[src/rtl/ps2_char_decoder.sv]
// PS/2 scan-code to character translator feeding a small first-word-fall-through FIFO.
// Tracks both shift keys, maps make events to ASCII/control codes and drops on overflow.
module ps2_char_decoder #(
   parameter int FIFO_DEPTH = 4
) (
   input  logic        clk,
   input  logic        rst,
   input  logic [15:0] key,
   input  logic        key_pressed,
   input  logic        new_key,
   output logic [7:0]  char,
   output logic        char_valid,
   input  logic        char_ready,
   output logic        shift_active,
   output logic        overflow
);

   localparam int              PTR_W    = $clog2(FIFO_DEPTH);
   localparam logic [PTR_W:0]  DEPTH_C  = (PTR_W+1)'(FIFO_DEPTH);
   localparam logic [PTR_W-1:0] PTR_LAST = PTR_W'(FIFO_DEPTH - 1);
   localparam logic [15:0]     KEY_SHIFT_L = 16'h0012;
   localparam logic [15:0]     KEY_SHIFT_R = 16'h0059;

   logic [7:0]       mem [FIFO_DEPTH];
   logic [PTR_W-1:0] wr_ptr_q, wr_ptr_d;
   logic [PTR_W-1:0] rd_ptr_q, rd_ptr_d;
   logic [PTR_W:0]   count_q, count_d;
   logic             shift_l_q, shift_l_d;
   logic             shift_r_q, shift_r_d;
   logic             overflow_q, overflow_d;

   logic             map_hit;
   logic [7:0]       map_char;
   logic             shifted;
   logic             push_req;
   logic             push_acc;
   logic             pop;
   logic             full;

   assign shifted = shift_l_q | shift_r_q;

   // Shift-independent codes are resolved first; shift keys themselves never map.
   always_comb begin
      map_hit  = 1'b1;
      map_char = 8'h00;
      case (key)
         16'h007C: map_char = 8'h2A;
         16'h0079: map_char = 8'h2B;
         16'h007B: map_char = 8'h2D;
         16'hE04A: map_char = 8'h2F;
         16'hE05A: map_char = 8'h0A;
         16'hE075: map_char = 8'h11;
         16'hE072: map_char = 8'h12;
         16'hE06B: map_char = 8'h13;
         16'hE074: map_char = 8'h14;
         16'h005A: map_char = 8'h0A;
         16'h0066: map_char = 8'h08;
         default: begin
            if (shifted) begin
               case (key)
                  16'h003E: map_char = 8'h2A;
                  16'h0046: map_char = 8'h28;
                  16'h0045: map_char = 8'h29;
                  16'h0036: map_char = 8'h5E;
                  16'h0055: map_char = 8'h2B;
                  16'h0022: map_char = 8'h58;
                  default:  map_hit  = 1'b0;
               endcase
            end else begin
               case (key)
                  16'h0045: map_char = 8'h30;
                  16'h0016: map_char = 8'h31;
                  16'h001E: map_char = 8'h32;
                  16'h0026: map_char = 8'h33;
                  16'h0025: map_char = 8'h34;
                  16'h002E: map_char = 8'h35;
                  16'h0036: map_char = 8'h36;
                  16'h003D: map_char = 8'h37;
                  16'h003E: map_char = 8'h38;
                  16'h0046: map_char = 8'h39;
                  16'h0022: map_char = 8'h78;
                  16'h004E: map_char = 8'h2D;
                  16'h0055: map_char = 8'h3D;
                  16'h004A: map_char = 8'h2F;
                  16'h0049: map_char = 8'h2E;
                  default:  map_hit  = 1'b0;
               endcase
            end
         end
      endcase
   end

   assign push_req = new_key && key_pressed && map_hit;
   assign pop      = (count_q != '0) && char_ready;
   assign full     = (count_q == DEPTH_C);
   // A full FIFO still accepts a push when the head leaves in the same cycle.
   assign push_acc = push_req && (!full || pop);

   always_comb begin
      shift_l_d  = shift_l_q;
      shift_r_d  = shift_r_q;
      wr_ptr_d   = wr_ptr_q;
      rd_ptr_d   = rd_ptr_q;
      count_d    = count_q;
      overflow_d = overflow_q;

      if (new_key && (key == KEY_SHIFT_L)) shift_l_d = key_pressed;
      if (new_key && (key == KEY_SHIFT_R)) shift_r_d = key_pressed;

      if (push_acc) wr_ptr_d = (wr_ptr_q == PTR_LAST) ? '0 : wr_ptr_q + 1'b1;
      if (pop)      rd_ptr_d = (rd_ptr_q == PTR_LAST) ? '0 : rd_ptr_q + 1'b1;

      case ({push_acc, pop})
         2'b10:   count_d = count_q + 1'b1;
         2'b01:   count_d = count_q - 1'b1;
         default: count_d = count_q;
      endcase

      if (push_req && full && !pop) overflow_d = 1'b1;
   end

   always_ff @(posedge clk or posedge rst) begin
      if (rst) begin
         wr_ptr_q   <= '0;
         rd_ptr_q   <= '0;
         count_q    <= '0;
         shift_l_q  <= 1'b0;
         shift_r_q  <= 1'b0;
         overflow_q <= 1'b0;
      end else begin
         wr_ptr_q   <= wr_ptr_d;
         rd_ptr_q   <= rd_ptr_d;
         count_q    <= count_d;
         shift_l_q  <= shift_l_d;
         shift_r_q  <= shift_r_d;
         overflow_q <= overflow_d;
      end
   end

   // Storage needs no reset: occupancy alone decides which entries are live.
   always_ff @(posedge clk) begin
      if (push_acc) mem[wr_ptr_q] <= map_char;
   end

   assign char_valid   = (count_q != '0);
   assign char         = char_valid ? mem[rd_ptr_q] : 8'h00;
   assign shift_active = shifted;
   assign overflow     = overflow_q;

endmodule

[config.mk]
export PLATFORM = sky130hd
export DESIGN_NAME = ps2_char_decoder
export DESIGN_NICKNAME = d
export VERILOG_FILES = /design/src/rtl/ps2_char_decoder.sv
export SDC_FILE = /design/constraint.sdc
export NUM_CORES = 1
export LEC_CHECK = 0
export BUFFER_PORTS_ARGS = -buffer_cell sky130_fd_sc_hd__clkbuf_2
export CORE_ASPECT_RATIO = 1.4
export CORE_MARGIN = 1
export CORE_UTILIZATION = 59
export CTS_CLUSTER_DIAMETER = 30
export DETAILED_ROUTE_END_ITERATION = 8
export GPL_ROUTABILITY_DRIVEN = 0
export PLACE_DENSITY = 0.88
export SKIP_CTS_REPAIR_TIMING = 1
export SYNTH_ARGS = -nofsm -noshare
export SYNTH_HDL_FRONTEND = slang
export SYNTH_SLANG_ARGS = --single-unit
export TNS_END_PERCENT = 10
[constraint.sdc]
create_clock -name clk -period 3 [get_ports clk]
set_input_delay 0.15 -clock clk [delete_from_list [all_inputs] [get_ports clk]]
set_output_delay 0.15 -clock clk [all_outputs]
set_load 0.1 [all_outputs]
# Yosys cells after proc, flatten, opt, wreduce, memory -nomap -nowiden
# Memories as Yosys holds them, arrays and structs flattened.
# Cells that the tools add are included.
# totals
in_bits	21
ff_bits	10
mem_count	1
ramBits	32
# op_classes
bitwise_logic	1
muxes	14
n_addsub	4
reduce_logical	17
eq_ne	33
# mem_list
memory	words	word_bits	rd	rd_ports_with_merged_regs	wr	line	source
mem	4	8	1	0	1	24	logic [7:0] mem [FIFO_DEPTH];
# ops
operator	n
$eq 16x7->1 const B	12
$eq 16x6->1 const B	7
$pmux 7 s15	1
$eq 16x16->1 const B	6
$pmux 8 s10	1
$eq 16x5->1 const B	3
$pmux 7 s6	1
$mux 8	2
$reduce_or 15->1	1
$reduce_or 11->1	1
$logic_and 1x1->1	8
$eq 2x2->1 const B	3
$mux 1	6
$pmux 3 s2	1
$reduce_or 6->1	1
$add 2x1->2 const B	2
$mux 2	2
$add 3x1->3 const B	1
$eq 3x3->1 const B	1
$reduce_bool 3->1	1
$sub 3x1->3 const B	1
$eq 2x1->1 const B	1
$logic_not 1->1	2
$reduce_bool 2->1	1
3 further kinds	3

# Longest topological paths before layout
# logic_depth
depth_word	9
mapped_depth	14
depth_no_buf	12

# Worst setup path before layout
# No wires, ideal clock.
# synth_path
path_type	register to register
from	reg count_q[0]
to	reg count_q[1]
slack_ns	0.105
synth_period_minus_slack_ns	2.895
required_time_ns	2.867
arrival_ns	2.762
n_path_buf	1
stages_incl_launch_ff	8
cell_sequence	dfrtp_1 -> or3_1 -> clkbuf_1 -> nand2_1 -> nor2_1 -> fa_1 -> o31ai_1 -> nor4b_2
# synth_between
elab_chain_len	6
elab_cells_between_ends	12
classes_between	2 x add/sub; 3 x eq/ne; 1 x mux; 6 x reduce/logical
# synth_rtl
item	line	source
from (decl)	27	logic [PTR_W:0] count_q, count_d;
from (signal assigned)	133	count_q <= count_d;
$reduce_bool 3->1 (*)	--	
via char_valid	12	output logic char_valid,
$logic_and 1x1->1 (*)	94	assign pop = (count_q != '0) && char_ready;
$logic_or 1x1->1	97	assign push_acc = push_req && (!full || pop);
$logic_and 1x1->1	97	
$eq 2x1->1 / $eq 2x2->1 (equally long branches)	113	case ({push_acc, pop})
$pmux 3 s2 (*)	113	
via count_d[1]	27	
# The timed path passes the listed nets; every way through them passes the cells marked *.
# A chain may end at the register's enable or synchronous reset.

# Final worst setup path
# layout_path
from	in key[9]
to	reg count_q[1]
# layout_between
elab_chain_len	9
elab_cells_between_ends	39
classes_between	28 x eq/ne; 5 x mux; 6 x reduce/logical
# layout_rtl
item	line	source
from (decl)	8	input logic [15:0] key,
$eq 16x7->1, or another cell as far along	70	case (key)
$reduce_or 15->1 (no source line) / $reduce_or 6->1 (equally long branches)	--	
$mux 1 (on tied branches)	70, 60	
$mux 1	59	if (shifted) begin
$mux 1 (*)	46	case (key)
$logic_and 1x1->1 (*)	93	assign push_req = new_key && key_pressed && map_hit;
$logic_and 1x1->1 (*)	97	
$eq 2x1->1 / $eq 2x2->1 (equally long branches)	113	
$pmux 3 s2 (*)	113	
via count_d[1]	27	
# Marks and branches as above.

==> results by group <==
Status
  • Status: finished, final reports clean

Timing
  • Setup TNS: 0 ns
  • Final setup violation count: 0
  • Worst Skew: 0.00816 ns
  • Fin crit share: 89.8%
  • Worst setup margin: 0.307 ns
  • Slew headroom: 62.8%
  • Fin Hold WS: 0.125 ns
  • Final Slew Violations: 0
  • Min Tclk post-route: 2.69 ns
  • Fmax: 371 MHz
  • Hold Fails Final Rpt: 0
  • RSZ-0062 raised after global routing: no
  • Slew @ Worst Pin: 0.544 ns

Place
  • Cell Count Post-Placement: 368
  • Dpl hpwl: 4.72 mm
  • IO Port Bufs: 30
  • Cell area after placement: 0.00300 mm2
  • Dpl ws: 0.00608 ns

Die
  • Chip Height: 82.9 um
  • Row cnt: 29
  • Core box area: 0.00450 mm2
  • Initial core utilization: 61.3%
  • Total I/O pin count: 32
  • Die area: 0.00496 mm2
  • Die Wd: 59.8 um

Critical path
  • Critical path class: primary input to flop
  • Worst path required time: 3.20 ns
  • CP Capture Type: flop
  • Startpoint types: primary input
  • Max stage delay on crit path: 0.57 ns
  • Crit-path slowest cell: or4_4
  • Crit Path Max Fanout: 5
  • CP Cell Sequence: clkbuf_2 -> or4_4 -> or3_4 -> nor2_2 -> o21ai_0 -> nor2b_1 -> a21oi_2 -> nor2_1 -> fa_1 -> nor2_1 -> o21ai_0 -> nor4b_2
  • FF-to-FF path depth: 7
  • Arrival time at the worst endpoint: 2.89 ns

Global routing
  • Tot GR Track Use: 25.9%
  • First-pass GRT wire length: 9.68 mm
  • Total gr overflow: 0
  • Initial antenna violation count: 0
  • Vias in the first global route: 2,241
  • Largest net degree at the start of global routing: 16

Clocking
  • Clk Latency, worst-skew pair: 0.30 ns
  • Clock transition at path regs: 0.08 ns
  • Clk buf depth: 2
  • H-Tree Depth: 2
  • Clk root buf: clkbuf_8
  • CTS Buf Count: 5
  • Clock sink count: 38
  • CTS tree: built

Cells and area
  • Final std cells w/o fill: 377
  • Layout Nets: 341
  • Fin area: 0.00314 mm2
  • Final Util: 69.7%
  • Synth-to-layout area growth: 13.7%
  • ANT cells: 0
  • Layout cell share with drive strength beyond 1: 27.3%

Hold path
  • Hold depth: 2
  • Hold crit path type: primary input to flop

Power
  • Power share of the clock group: 30.6%
  • Combinational power share: 28.6%
  • Cell internal pwr: 1.10 mW
  • VDD IR max: 0.314 mV
  • Total power: 1.66 mW
  • Sequential share of power: 40.8%
  • Switch share: 33.8%
  • Power per cell area: 530 mW/mm2
  • Net Sw Power: 0.562 mW
  • Pleak: 1.26 nW

Synthesis
  • Sequential area share after synthesis: 39.5%
  • Post-synth net total: 304
  • Netlist cell types: 67
  • Syn_area_per_cell: 9.96 um2
  • Mapped cell area: 0.00276 mm2
  • Post-synth EDFFs: 28
  • Synth Register Bits: 38
  • YS warnings: 0
  • Primary FF master, synth: edfxtp_1
  • Cell count after synthesis: 277
  • Synth async-reset ratio: 26.3%

Routing
  • Met2 routed WL: 3.16 mm
  • Met3 wire len: 375 um
  • DRT Pass-1 Iters: 4
  • Max Used Layer: met4
  • DRC: 0
  • Initial DRC count: 183
  • Final WL: 6.08 mm
  • Via/cell ratio: 6.30
  • Routed via count: 2,375
  • Routed len/inst: 16.1 um
  • Routed Antenna Nets: 0
  • Post-route met1 wirelength: 2.28 mm

Flow run
  • Max-cap check violation count: 0
[layer usage]
layer / vias up / GRT usage (%)
li1: 1120 / -
met1: 1092 / 28.4
met2: 135 / 43.8
met3: 28 / 5.76
met4: 0 / 15.2
met5: - / 0
[synthesized netlist by cell type (4+ instances only)]
| library cell | count | area (um2) |
|---|---|---|
| a21o_1 | 4 | 30.0 |
| a21oi_1 | 12 | 60.1 |
| a31oi_1 | 6 | 37.5 |
| and2_1 | 9 | 56.3 |
| and3_1 | 7 | 43.8 |
| buf_2 | 6 | 30.0 |
| buf_4 | 5 | 37.5 |
| buf_6 | 4 | 45.0 |
| clkbuf_1 | 4 | 15.0 |
| dfrtp_1 | 10 | 250 |
| edfxtp_1 | 28 | 841 |
| ha_1 | 5 | 62.6 |
| inv_1 | 7 | 26.3 |
| mux4_2 | 7 | 158 |
| nand2_1 | 19 | 71.3 |
| nand2b_1 | 9 | 56.3 |
| nand3_1 | 13 | 65.1 |
| nand3b_1 | 4 | 30.0 |
| nand4_1 | 5 | 31.3 |
| nor2_1 | 24 | 90.1 |
| nor2b_1 | 4 | 25.0 |
| nor3_1 | 7 | 35.0 |
| nor4_1 | 7 | 43.8 |
| o21ai_0 | 15 | 75.1 |
[final cells by class]
type | count | area [um2]
multi-input cells | 212 | 1510
clock inverters | 3 | 63.8
fillers | 353 | 1360
clock buffers | 5 | 68.8
flip-flops and latches | 38 | 1090
repair buffers | 49 | 295
well taps | 62 | 77.6
inverters | 8 | 30.0
[power groups by stage]
| stage | Combinational, mW | Clock, mW | Sequential, mW |
|---|---|---|---|
| after floorplan | 0.456 | 0 | 0.628 |
| after global placement | 0.454 | 0 | 0.688 |
| after detailed placement | 0.476 | 0 | 0.691 |
| after CTS | 0.477 | 0.509 | 0.679 |
| after global routing | 0.515 | 0.527 | 0.688 |
| final | 0.477 | 0.509 | 0.678 |
[placed cells by master, fill, tap and decap left out, drive strengths merged, types with 3 or more instances in the layout]
cell type,synthesis,final
clkbuf,4,35
edfxtp,28,28
nor2,25,25
nand2,20,20
buf,15,18
o21ai,16,16
nand3,13,13
a21oi,13,13
dfrtp,10,10
nor3,10,10
nand2b,9,9
and2,9,9
inv,7,7
nor4,7,7
and3,7,7
mux4,7,7
a31oi,6,6
nand4,5,5
ha,5,5
or3,5,5
nand3b,4,4
nor2b,4,4
a21o,4,4
o211ai,4,4
mux2,3,3
nor3b,3,3
or3b,3,3
[cell families (layout without fill, tap and decap cells)]
kind of cell	count (synthesis)	after routing	synth area share [%]
muxes	11	11	7.30
AOI/OAI and AO/OA	63	63	16.2
other	1	1	0.136
buffers and inverters	27	65	5.71
adders and majority gates	6	6	2.99
xor gates and xnor gates	3	3	0.952
DFF	38	38	39.5
and+or+nand+nor	128	128	27.2
[sequential cells by signal, summed over array words and instances, names as in the netlist]
signal     count
shift_l_q      1
count_q        3
overflow       1
wr_ptr_q       2
mem           28
rd_ptr_q       2
shift_r_q      1
[worst max-delay path, delay by kind of cell]
kind / cells / cell delay, ns
adder cells (fa/ha/maj): 1 / 0.52
AND/OR/NAND/NOR: 7 / 1.65
AO/OA/AOI/OAI: 3 / 0.48
buffers and inverters: 1 / 0.08
[worst paths after layout]
check | startpoint | to | slack, ns
worst max-delay path | key[9] | count_q[1] | 0.31
worst min-delay path | key_pressed | shift_l_q | 0.13
worst max register to register | count_q[0] | count_q[1] | 0.63
worst min register to register | shift_r_q | shift_r_q | 0.51
max in group asynchronous | rst | overflow | 2.36
min in group asynchronous | rst | rd_ptr_q[0] | 0.35
No activity file was read; power rests on OpenSTA's default activity.
